<file path="src/rtl/branch_cmp_pipe_if.sv">
// Operand/result handshake bundle for branch_cmp_pipe.
// master drives operands and accepts results; slave is the comparator.
interface branch_cmp_pipe_if #(
    parameter int unsigned WIDTH = 32
);
    logic             in_valid;
    logic             in_ready;
    logic [3:0]       in_op;
    logic [WIDTH-1:0] in_a;
    logic [WIDTH-1:0] in_b;
    logic             out_valid;
    logic             out_ready;
    logic             out_taken;
    logic [6:0]       out_flags;

    modport master (
        output in_valid, in_op, in_a, in_b, out_ready,
        input  in_ready, out_valid, out_taken, out_flags
    );

    modport slave (
        input  in_valid, in_op, in_a, in_b, out_ready,
        output in_ready, out_valid, out_taken, out_flags
    );
endinterface

</file>
<file path="src/rtl/branch_cmp_pipe.sv">
// Pipelined branch/set comparator: evaluates the condition and flag vector on accept,
// then carries them through STAGES elastic register stages with flush and a taken counter.
module branch_cmp_pipe #(
    parameter int unsigned WIDTH  = 32,
    parameter int unsigned STAGES = 1,
    parameter int unsigned CNT_W  = 16
) (
    input  logic              clk,
    input  logic              reset_n,
    branch_cmp_pipe_if.slave  bus,
    input  logic              flush,
    input  logic              cnt_clr,
    output logic [CNT_W-1:0]  taken_cnt
);

    typedef enum logic [3:0] {
        OP_BEQ  = 4'd0,
        OP_BNE  = 4'd1,
        OP_BLEZ = 4'd2,
        OP_BGTZ = 4'd3,
        OP_BLTZ = 4'd4,
        OP_BGEZ = 4'd5,
        OP_SLT  = 4'd6,
        OP_SLTU = 4'd7
    } op_e;

    logic       eq, a_ltz, a_eqz, a_gtz, lts, ltu, bad_op;
    logic       taken_c;
    logic [6:0] flags_c;

    always_comb begin
        eq      = (bus.in_a == bus.in_b);
        a_ltz   = bus.in_a[WIDTH-1];
        a_eqz   = (bus.in_a == '0);
        a_gtz   = !a_ltz && !a_eqz;
        lts     = ($signed(bus.in_a) < $signed(bus.in_b));
        ltu     = (bus.in_a < bus.in_b);
        bad_op  = (bus.in_op > 4'd7);
        flags_c = {bad_op, ltu, lts, a_gtz, a_eqz, a_ltz, eq};
        taken_c = 1'b0;
        case (bus.in_op)
            OP_BEQ:  taken_c = eq;
            OP_BNE:  taken_c = !eq;
            OP_BLEZ: taken_c = a_ltz || a_eqz;
            OP_BGTZ: taken_c = a_gtz;
            OP_BLTZ: taken_c = a_ltz;
            OP_BGEZ: taken_c = !a_ltz;
            OP_SLT:  taken_c = lts;
            OP_SLTU: taken_c = ltu;
            default: taken_c = 1'b0;
        endcase
    end

    // Per stage: {taken, flags}
    logic [STAGES-1:0]      vld;
    logic [STAGES-1:0]      ld;
    logic [STAGES-1:0][7:0] data;
    logic                   accept;

    // A stage may load when it is empty or its occupant leaves this cycle;
    // the chain is walked from the output back towards stage 0.
    always_comb begin
        logic chain;
        ld    = '0;
        chain = !vld[STAGES-1] || bus.out_ready;
        ld[STAGES-1] = chain;
        for (int unsigned k = 1; k < STAGES; k++) begin
            chain = !vld[STAGES-1-k] || chain;
            ld[STAGES-1-k] = chain;
        end
    end

    assign accept        = bus.in_valid && ld[0];
    assign bus.in_ready  = ld[0];
    assign bus.out_valid = vld[STAGES-1];
    assign bus.out_taken = data[STAGES-1][7];
    assign bus.out_flags = data[STAGES-1][6:0];

    always_ff @(posedge clk or negedge reset_n) begin
        if (!reset_n) begin
            vld       <= '0;
            data      <= '0;
            taken_cnt <= '0;
        end else begin
            if (flush) begin
                vld <= '0;
            end else begin
                if (ld[0]) vld[0] <= bus.in_valid;
                for (int unsigned i = 1; i < STAGES; i++) begin
                    if (ld[i]) vld[i] <= vld[i-1];
                end
            end

            // Data only moves with a valid entry, so a stalled output holds steady.
            if (accept) data[0] <= {taken_c, flags_c};
            for (int unsigned i = 1; i < STAGES; i++) begin
                if (ld[i] && vld[i-1]) data[i] <= data[i-1];
            end

            if (cnt_clr) begin
                taken_cnt <= '0;
            end else if (bus.out_valid && bus.out_ready && bus.out_taken && (taken_cnt != '1)) begin
                taken_cnt <= taken_cnt + CNT_W'(1);
            end
        end
    end

endmodule
</file>
<file path="src/flat_wrapper.sv">
// flat-port wrapper written by rule: the top's interface ports become plain ports
module branch_cmp_pipe_flat 
#(
    parameter int unsigned WIDTH  = 32,
    parameter int unsigned STAGES = 1,
    parameter int unsigned CNT_W  = 16
)
  (clk, reset_n, flush, cnt_clr, taken_cnt, bus_in_valid, bus_in_op, bus_in_a, bus_in_b, bus_out_ready, bus_in_ready, bus_out_valid, bus_out_taken, bus_out_flags);
  branch_cmp_pipe_if #(.WIDTH(WIDTH)) bus_i ();
  input  logic clk;
  input  logic reset_n;
  input  logic flush;
  input  logic cnt_clr;
  output logic [CNT_W-1:0] taken_cnt;
  input wire logic [$bits(bus_i.in_valid)-1:0] bus_in_valid;
  input wire logic [$bits(bus_i.in_op)-1:0] bus_in_op;
  input wire logic [$bits(bus_i.in_a)-1:0] bus_in_a;
  input wire logic [$bits(bus_i.in_b)-1:0] bus_in_b;
  input wire logic [$bits(bus_i.out_ready)-1:0] bus_out_ready;
  output wire logic [$bits(bus_i.in_ready)-1:0] bus_in_ready;
  output wire logic [$bits(bus_i.out_valid)-1:0] bus_out_valid;
  output wire logic [$bits(bus_i.out_taken)-1:0] bus_out_taken;
  output wire logic [$bits(bus_i.out_flags)-1:0] bus_out_flags;
  assign bus_i.in_valid = bus_in_valid;
  assign bus_i.in_op = bus_in_op;
  assign bus_i.in_a = bus_in_a;
  assign bus_i.in_b = bus_in_b;
  assign bus_i.out_ready = bus_out_ready;
  assign bus_in_ready = bus_i.in_ready;
  assign bus_out_valid = bus_i.out_valid;
  assign bus_out_taken = bus_i.out_taken;
  assign bus_out_flags = bus_i.out_flags;
  branch_cmp_pipe #(.WIDTH(WIDTH), .STAGES(STAGES), .CNT_W(CNT_W)) u_core (.clk(clk), .reset_n(reset_n), .bus(bus_i), .flush(flush), .cnt_clr(cnt_clr), .taken_cnt(taken_cnt));
endmodule
</file>
<file path="config.mk">
export PLATFORM = sky130hd
export DESIGN_NAME = branch_cmp_pipe_flat
export DESIGN_NICKNAME = d
export VERILOG_FILES = /design/src/rtl/branch_cmp_pipe_if.sv /design/src/rtl/branch_cmp_pipe.sv /design/src/flat_wrapper.sv
export SDC_FILE = /design/constraint.sdc
export NUM_CORES = 1
export LEC_CHECK = 0
export BUFFER_PORTS_ARGS = -buffer_cell sky130_fd_sc_hd__buf_2
export CAP_MARGIN = 40
export CORE_MARGIN = 4
export CORE_UTILIZATION = 43
export CTS_CLUSTER_DIAMETER = 80
export DETAILED_ROUTE_END_ITERATION = 10
export PLACE_DENSITY = 0.77
export SLEW_MARGIN = 5
export SYNTH_ARGS = -nofsm -noshare
export SYNTH_HDL_FRONTEND = slang
export SYNTH_SLANG_ARGS = --single-unit
export TNS_END_PERCENT = 1
</file>
<file path="constraint.sdc">
create_clock -name clk -period 1.82 [get_ports clk]
set_input_delay 0.182 -clock clk [delete_from_list [all_inputs] [get_ports clk]]
set_output_delay 0.182 -clock clk [all_outputs]
set_load 0.05 [all_outputs]
</file>
==> results of run 1 <==
-- through the flow --
stage | hold slack [ns] | TNS (ns) | setup WS (ns)
6_report | 0.0508 | 0 | 0.0639
5_1_grt | 0.0558 | -0.0525 | -0.0328
4_1_cts | 0.0475 | 0 | 0.00634
3_5_place_dp | 0.199 | -0.675 | -0.274
3_3_place_gp | 0.196 | -0.577 | -0.243
2_1_floorplan | -0.114 | -0.883 | -0.168
-- worst reg2reg max path: stages (launching register included) --
cell and delay [ns]:
dfrtp_2 0.40, ha_4 0.14, and3_1 0.16, nand3_2 0.09, o21a_4 0.23, and3_4 0.20, and4_1 0.21, xnor2_1 0.12
nor2_1 0.05
-- cell families after synthesis --
kind of cell | count (synthesis)
adders and majority gates | 33
muxes | 4
DFF | 25
xor gates and xnor gates | 16
and+or+nand+nor | 87
AOI/OAI and AO/OA | 42
buffers and inverters | 40
-- per-layer routing --
metal | up-vias | part of all wire, % | track usage (%)
met4 | 0 | 1.5 | 4.98
met2 | 64 | 54 | 34.0
li1 | 1124 | - | -
met5 | - | 0 | 0
met3 | 10 | 6.3 | 3.40
met1 | 1070 | 38 | 18.9
-- what timing repair did --
| item | 4_1_cts | 5_1_grt |
|---|---|---|
| resized for setup | 0 | 35 |
| endpoints found under the hold margin | 25 | 0 |
| setup endpoints to repair | 0 | 6 |
| buffers inserted | 0 | 4 |
| hold buffers | 1 | 0 |
-- power groups by stage --
stage / clock network (W) / logic [W] / registers (W)
after floorplan: 0 / 0.000201 / 0.000679
after global placement: 0 / 0.000473 / 0.000600
after detailed placement: 0 / 0.000485 / 0.000601
after CTS: 0.000329 / 0.000489 / 0.000590
after global routing: 0.000352 / 0.000623 / 0.000592
final: 0.000321 / 0.000569 / 0.000589
-- state kept, by name, summed over array words and instances (netlist names) --
name and count:
u_core.bus.out_valid 1, u_core.data 8, u_core.taken_cnt 16
-- worst paths after layout --
| path | start | to | slack [ns] | cells after the start |
|---|---|---|---|---|
| hold reg to reg | u_core.data[3] | u_core.data[3] | 0.50 | 2 |
| min in group asynchronous | reset_n | u_core.taken_cnt[10] | 0.44 | 2 |
| hold / removal | flush | u_core.bus.out_valid | 0.05 | 2 |
| setup / recovery | bus_in_b[26] | u_core.data[7] | 0.06 | 10 |
| max in group asynchronous | reset_n | u_core.taken_cnt[1] | 0.99 | 2 |
| setup reg to reg | u_core.taken_cnt[1] | u_core.taken_cnt[6] | 0.10 | 8 |
-- cell usage in the layout, fill, tap and decap left out, types with 3 or more instances in the layout --
| cell type | Yosys | routed |
|---|---|---|
| a21oi_1 | 17 | 14 |
| clkbuf_8 | 0 | 3 |
| o21ai_0 | 8 | 7 |
| nor2_1 | 19 | 19 |
| nand2_1 | 16 | 16 |
| inv_2 | 0 | 6 |
| nor4_1 | 9 | 6 |
| mux2_2 | 3 | 3 |
| xnor2_1 | 7 | 7 |
| ha_4 | 0 | 15 |
| dfrtp_1 | 25 | 13 |
| buf_4 | 0 | 27 |
| dfrtp_2 | 0 | 12 |
| inv_1 | 36 | 30 |
| ha_1 | 33 | 18 |
| buf_2 | 0 | 98 |
| nand3_1 | 12 | 11 |
| a21oi_2 | 0 | 3 |
| and3_1 | 6 | 5 |
| xor2_1 | 9 | 9 |
| nand4_1 | 9 | 9 |
| nor4_2 | 1 | 4 |
-- final cells by class --
class | count | area (um2)
multi-input cells | 182 | 1630
fillers | 383 | 1550
repair buffers | 126 | 703
flip-flops and latches | 25 | 641
inverters | 36 | 135
well taps | 67 | 83.8
clock buffers | 4 | 45.0
==> impl_metrics.csv, run 1 <==
group,metric,value,unit
pwr,peakVddDrop,0.358,mV
placement,portBuffers,99,
clock_tree,cts_tree,"yes",
clock_tree,ctsLongestPathBuffers,2,
yosys,synth_simple_gate_area_share,23.4,%
floorplan,dieArea,6230,um2
pwr,pwr-share-comb,38.5,%
layout,diodes,0,
sta,hold_viol,0,
setup_path,slowest_delay,0.30,ns
drt,drtAntennaViolNets,0,
floorplan,rows,25,
yosys,ys_ff_latch,25,
grt,gr-usage-all-layers,17.4,%
setup_path,cp_top_family,"simple AND/OR/NAND/NOR gates",
drt,wl,6.21,mm
setup_path,crit_fanout,4,
clock_tree,clkTransAtPathRegs,0.08,ns
drt,vias,2268,
clock_tree,cts.sinks,25,
drt,drt-initial-drc-count,36,
yosys,yosys.cell_count.top_type,"inv_1",
sta,slew_viol_final,0,
floorplan,pin_count,100,
pwr,p_int,0.000983,W
drt,drcViolationCount,0,
placement,placed_area,2910,um2
yosys,synth_compound_area_share,12.8,%
layout,drive_gt1_share,49.9,%
setup_path,cp-end-kind,"flip-flop",
layout,final_util,67.6,%
yosys,synth_edf_count,0,
yosys,synth_cell_type_count,45,
yosys,synth-adder-area-share,19.1,%
yosys,synth_top_flop_cell,"dfrtp_1",
floorplan,die_x,78.9,um
yosys,synth_xor_area_share,6.48,%
clock_tree,numCtsBuffers,3,
grt,grt_pass1_vias,2164,
grt,antenna_found_initial,0,
yosys,synth.area.top_cells,"dfrtp_1 29%, ha_1 19%, inv_1 6.3%, a21oi_1 3.9%, xor2_1 3.6%",
layout,stdcell_count,440,
floorplan,core,4790,um2
sta,fin_crit,1.76,ns
sta,setup_viol,0,
pwr,power_density,457,nW/um2
sta,fin_crit_sh,96.5,%
yosys,synthCells,247,
floorplan,die_height,78.9,um
yosys,synth_area,2160,um2
yosys,synthTopCellsByCount,"36 x inv_1, 33 x ha_1, 25 x dfrtp_1",
yosys,syn_avg_cell_area,8.75,um2
yosys,seq_area_frac_synth,28.9,%
clock_tree,clockRootBuffer,"clkbuf_8",
placement,place_congestion,0.750,
pwr,finalPower,0.00148,W
yosys,yosysTopAreaCellShare,28.9,%
floorplan,initial_core_util,45.2,%
yosys,synthMuxAreaShare,2.03,%
setup_path,path_buf_inv,2,
yosys,yosysTopAreaCell,"dfrtp_1",
layout,fin_area,3240,um2
min_path,hold_path.class,"input pin to flip-flop",
sta,fin_skew,0.00473,ns
clock_tree,cts_max_level,1,
clock_tree,clk_latency,0.26,ns
setup_path,worstPathRequired,1.98,ns
layout,syn_to_final_growth,49.7,%
yosys,synth_nets,354,
pwr,swShare,33.5,%
setup_path,path_class,"input pin to flip-flop",
grt,grt_pass1_wl,8.91,mm
grt,gr-total-overflow,0,
outcome,outcome,"completed",
placement,dpl.hpwl,4.75,mm
yosys,synth_top_family_by_area,"simple AND/OR/NAND/NOR gates",
setup_path,cp_cell_sequence,"buf_2 -> inv_1 -> ha_1 -> nand4_1 -> nor3_2 -> a221oi_2 -> and3_1 -> o2bb2ai_1 -> a31o_1 -> a22o_1",
sta,max_freq,569,MHz
setup_path,start_kind,"input pin",
placement,dp.cells,431,
pwr,power_switching,0.000496,W
setup_path,cp.arrival,1.92,ns
job,maxCapViolations,0,
drt,drt-pass1-iter-count,4,
layout,nNetsFinal,481,
pwr,leakage,1.63,nW
setup_path,cp_slowest_cell,"ha_1",
pwr,power.share.clock,21.7,%
yosys,async_flop_share,100,%
grt,grt_max_degree,26,
pwr,pwr-share-seq,39.8,%
sta,worstMarginPinSlew,0.530,ns
yosys,ys.warnings.count,0,
sta,relSlewSlack,64.7,%
drt,wl_per_cell,14.1,um
drt,routed_via_density,5.15,
Power figures use the tool's default switching activity.
==> run 2: changes to the inputs <==
CORE_UTILIZATION = 40   (was 43)
PLACE_DENSITY = 0.73   (was 0.77)
==> run 2 against run 1 <==
Net effect: total power fell by 0.43%; non-clock buffer count rose by 1; sequential share of layout area barely moved.
==> impl_metrics.csv, run 2 (synthesized netlist as in run 1, its figures left out) <==
group,metric,value,unit
layout,layout.cells.most_common,"buf_2",
sta,hold_viol,0,
clock_tree,ctsLongestPathBuffers,2,
sta,relSlewSlack,63.2,%
floorplan,core,5170,um2
setup_path,rr_startpoint,"u_core.taken_cnt[0]",
layout,regArea,641,um2
setup_path,cp_slowest_cell,"nor4_1",
sta,worstMarginPinSlew,0.553,ns
layout,top_register,"u_core.taken_cnt",
setup_path,cp_num_cells,9,
outcome,outcome,"completed",
drt,vias,2259,
setup_path,cp_top_family,"compound AO/OA/AOI/OAI gates",
layout,multiInputGateArea,1580,um2
sta,fin_crit,1.76,ns
clock_tree,clk_latency,0.27,ns
sta,rsz0062_at_grt,"true",
drt,routed_via_density,5.09,
floorplan,rows,26,
layout,fin_area,3230,um2
clock_tree,clockRootBuffer,"clkbuf_8",
sta,fin_skew,0.00199,ns
setup_path,cp-startpoint,"bus_in_a[31]",
layout,largest_reg_flops,16,
placement,dpl.hpwl,4.77,mm
drt,drcViolationCount,0,
sta,setup_ws,0.0645,ns
layout,syn_to_final_growth,49.4,%
grt,grt_pass1_vias,2071,
sta,slew_viol_final,0,
setup_path,crit_end,"u_core.data[7]",
grt,grtUsageMet1,19.3,%
job,maxCapViolations,0,
sta,fin_crit_sh,96.5,%
setup_path,crit_fanout,4,
floorplan,die_x,81.5,um
setup_path,cp-end-kind,"flip-flop",
setup_path,cp.arrival,1.92,ns
setup_path,reg2reg_slack,0.09,ns
setup_path,slowest_delay,0.29,ns
setup_path,path_class,"input pin to flip-flop",
sta,max_freq,570,MHz
grt,gr-usage-met2,31.1,%
min_path,worstHoldPathCells,2,
sta,finalSetupTns,0,ns
min_path,hold_path.class,"input pin to flip-flop",
sta,setup_viol,0,
grt,grt_pass1_wl,8.75,mm
placement,portBuffers,99,
pwr,peakVddDrop,0.352,mV
placement,placed_area,2900,um2
placement,place_congestion,0.766,
drt,drtAntennaViolNets,0,
floorplan,die_height,81.5,um
layout,diodes,0,
layout,layout_common_cells,"93 x buf_2, 32 x inv_1, 27 x buf_4, 20 x ha_1, 19 x nor2_1",
pwr,power_density,456,nW/um2
layout,nNetsFinal,482,
setup_path,r2r_end,"u_core.taken_cnt[6]",
setup_path,start_kind,"input pin",
setup_path,worstPathRequired,1.99,ns
drt,wl,6.14,mm
setup_path,reg2reg_depth,8,
grt,gr-total-overflow,0,
floorplan,pin_count,100,
floorplan,initial_core_util,41.8,%
grt,gr-usage-all-layers,16.5,%
placement,place_ws,-0.333,ns
clock_tree,cts_tree,"yes",
setup_path,cp_cell_sequence,"buf_2 -> buf_4 -> nor4_1 -> nand4_1 -> o21bai_2 -> xnor2_1 -> a32o_1 -> a31o_1 -> a22o_1",
grt,antenna_found_initial,0,
drt,wl_per_cell,13.8,um
pwr,leakage,1.66,nW
clock_tree,cts_max_level,1,
drt,drt-initial-drc-count,51,
drt,drt-pass1-iter-count,4,
layout,n_fill_cell,447,
clock_tree,clkTransAtPathRegs,0.08,ns
clock_tree,numCtsBuffers,3,
grt,met3_usage,2.63,%
grt,busiest_layer,"met2",
clock_tree,cts.sinks,25,
floorplan,dieArea,6650,um2
setup_path,path_buf_inv,2,
grt,grt_max_degree,26,
layout,drive_gt1_share,47.3,%
run 2: per-layer routing:
metal,share of wire [%],up-vias,wire [um]
met4,1.7,0,107
met5,0,-,0
met3,5.7,10,351
met2,53,67,3260
li1,-,1130,-
met1,39,1052,2420
run 2: what timing repair did:
action | 4_1_cts | 5_1_grt
hold buffers | 1 | 0
resized for setup | 0 | 33
setup buffers | 0 | 7
endpoints found under the setup margin | 1 | 5
pin swaps | 1 | 25
endpoints found under the hold margin | 25 | 0
run 2: worst reg2reg max path: cells and delay by family, from the launching register on:
family,cells,cell delay (ns)
simple gates,5,0.73
flops,1,0.44
fa+ha+maj,1,0.17
compound gates,1,0.15
xor+xnor,1,0.12
run 2: worst min path at each step:
stage | from | to
after detailed placement | reset_n | u_core.taken_cnt[10]
after CTS | flush | u_core.bus.out_valid
after floorplan | reset_n | u_core.bus.out_valid
after global placement | reset_n | u_core.taken_cnt[9]
after global routing | flush | u_core.bus.out_valid
final | flush | u_core.bus.out_valid
run 2: metrics by stage:
stage	std cells	utilization, %	hold slack [ns]	total power, W
2_1_floorplan	247	-	-0.114	0.000880
3_3_place_gp	432	56.1	0.197	0.00107
3_5_place_dp	432	56.1	0.203	0.00109
4_1_cts	437	57.2	0.0463	0.00142
5_1_grt	444	62.5	0.0563	0.00155
6_report	444	62.5	0.0522	0.00147
run 2: where the power goes:
group	switching, W	internal (W)	leakage, nW
Sequential	0.0000139	0.000577	0.316
Combinational	0.000308	0.000246	1.32
Clock	0.000174	0.000153	0.0255
Total	0.000497	0.000976	1.66
run 2: layout make-up:
cell class | instances | share of cell area, %
Multi-Input combinational cell | 182 | 48.8
Timing Repair Buffer | 127 | 23.1
Sequential cell | 25 | 19.8
Inverter | 36 | 4.18
Tap cell | 70 | 2.71
Clock buffer | 3 | 1.28
Clock inverter | 1 | 0.155
==> run 3: changes to the inputs <==
CAP_MARGIN = 20   (was 40)
CORE_UTILIZATION = 25   (was 40)
PLACE_DENSITY = default   (was 0.73)
==> run 3 against run 2 <==
Net effect: via count decreased by 3.2%; register-to-register slack barely moved; utilization down 23 points; global-route usage shrank 4.8 points.
==> impl_metrics.csv, run 3 (synthesized netlist as in run 1, its figures left out) <==
group,metric,value,unit
drt,wl,6.29,mm
floorplan,pin_count,100,
setup_path,cp.arrival,1.94,ns
drt,drcViolationCount,0,
outcome,outcome,"completed",
grt,grt_pass1_wl,9.98,mm
pwr,pwr-share-comb,37.3,%
grt,grt_max_degree,26,
sta,finalSetupTns,0,ns
pwr,power.share.clock,22.7,%
pwr,power_density,452,nW/um2
pwr,p_int,0.000971,W
layout,layout_common_cells,"95 x buf_2, 30 x buf_4, 29 x inv_1, 24 x ha_1, 18 x nor2_1",
setup_path,cp_top_family,"compound AO/OA/AOI/OAI gates",
sta,setup_viol,0,
layout,fin_area,3260,um2
sta,slew_viol_final,0,
layout,top_register,"u_core.taken_cnt",
placement,portBuffers,99,
grt,gr-total-overflow,0,
sta,hold_viol,0,
grt,grt_pass1_vias,2258,
sta,setup_ws,0.0395,ns
placement,dpl.hpwl,5.16,mm
clock_tree,numCtsBuffers,3,
floorplan,rows,33,
setup_path,path_class,"input pin to flip-flop",
pwr,leakage,1.67,nW
grt,antenna_found_initial,0,
layout,layout.cells.most_common,"buf_2",
sta,rsz0062_at_grt,"true",
drt,maxUsedRoutingLayer,"met4",
drt,drt-pass1-iter-count,4,
pwr,power_switching,0.000502,W
clock_tree,cts_max_level,1,
layout,drive_gt1_share,48.4,%
sta,fin_crit_sh,97.8,%
drt,wl_met1,2.67,mm
drt,drtAntennaViolNets,0,
grt,gr-usage-all-layers,11.7,%
pwr,swShare,34.1,%
job,maxCapViolations,0,
floorplan,core,8300,um2
layout,syn_to_final_growth,50.6,%
pwr,finalPower,0.00147,W
clock_tree,clkTransAtPathRegs,0.09,ns
setup_path,path_buf_inv,2,
floorplan,die_x,101,um
setup_path,worstPathRequired,1.98,ns
setup_path,start_kind,"input pin",
drt,met3_length,385,um
layout,nNetsFinal,484,
sta,relSlewSlack,62.5,%
sta,worstMarginPinSlew,0.562,ns
floorplan,die_height,101,um
placement,place_congestion,0.775,
clock_tree,ctsLongestPathBuffers,2,
placement,placed_area,2980,um2
drt,drt-initial-drc-count,18,
drt,routed_via_density,4.54,
setup_path,cp_cell_sequence,"buf_2 -> inv_2 -> ha_4 -> nand4_1 -> nor4_4 -> a21o_1 -> nand3_2 -> a32o_1 -> a31o_1 -> a22o_1",
setup_path,cp-end-kind,"flip-flop",
sta,fin_crit,1.78,ns
setup_path,cp_slowest_cell,"nor4_4",
clock_tree,clockRootBuffer,"clkbuf_8",
placement,place_ws,-0.363,ns
min_path,hold_path.class,"input pin to flip-flop",
floorplan,initial_core_util,26.1,%
sta,fin_skew,0.00545,ns
drt,met2_length,3.23,mm
layout,largest_reg_flops,16,
pwr,pwr-share-seq,39.9,%
clock_tree,cts.sinks,25,
drt,wl_per_cell,13.1,um
clock_tree,clk_latency,0.27,ns
pwr,peakVddDrop,0.303,mV
setup_path,slowest_delay,0.39,ns
drt,vias,2186,
floorplan,dieArea,10200,um2
setup_path,crit_fanout,3,
layout,diodes,0,
clock_tree,cts_tree,"yes",
sta,max_freq,562,MHz
## run 3: cell count changes in the layout (fill, tap and decap cells not counted), moves of 3 or more
cell / previous run / this run
inv_1: 32 / 29
buf_4: 27 / 30
ha_4: 13 / 9
buf_6: 6 / 3
ha_1: 20 / 24
inv_2: 4 / 7
## run 3: stage by stage
stage                     hold slack, ns  cells  utilization [%]
after floorplan                   -0.114    247                -
after global placement             0.207    472             35.9
after detailed placement           0.219    472             35.9
after CTS                         0.0411    477             36.8
after global routing              0.0491    481             39.2
final                             0.0497    481             39.2
## run 3: cell type report
cell class | count | area [um2]
clock buffer | 3 | 41.3
clock inverter | 1 | 5.00
fill | 847 | 5040
inverter | 36 | 135
multi-input combinational | 182 | 1560
sequential | 25 | 641
tap | 105 | 131
timing repair buffer | 129 | 744
## run 3: timing repair
| action | in CTS | in global routing |
|---|---|---|
| setup endpoints to repair | 2 | 5 |
| hold endpoints to repair | 25 | 0 |
| setup buffers | 0 | 4 |
| pin swaps | 2 | 23 |
| hold buffers | 1 | 0 |
| cloned | 0 | 0 |
| resized for setup | 4 | 31 |
## run 3: worst paths after layout
kind / startpoint / end / slack [ns] / cells after the start
max: bus_in_b[25] / u_core.data[7] / 0.04 / 10
max in group asynchronous: reset_n / u_core.taken_cnt[1] / 0.98 / 2
min in group asynchronous: reset_n / u_core.taken_cnt[10] / 0.43 / 2
min reg2reg: u_core.data[3] / u_core.data[3] / 0.49 / 2
max reg2reg: u_core.taken_cnt[0] / u_core.taken_cnt[6] / 0.08 / 8
min: flush / u_core.bus.out_valid / 0.05 / 2
## run 3: power by group through the flow
| stage | clock network, W | logic (W) | registers [W] |
|---|---|---|---|
| finish | 0.000335 | 0.000550 | 0.000588 |
| global placement | 0 | 0.000487 | 0.000600 |
| floorplan | 0 | 0.000201 | 0.000679 |
| global route | 0.000368 | 0.000611 | 0.000591 |
| CTS | 0.000353 | 0.000503 | 0.000589 |
| detailed placement | 0 | 0.000495 | 0.000601 |
## run 3: per-layer routing
metal	vias up	track usage, %
met5	-	0
met4	0	0.818
met3	2	2.28
met2	66	21.9
met1	987	14.3
li1	1131	-
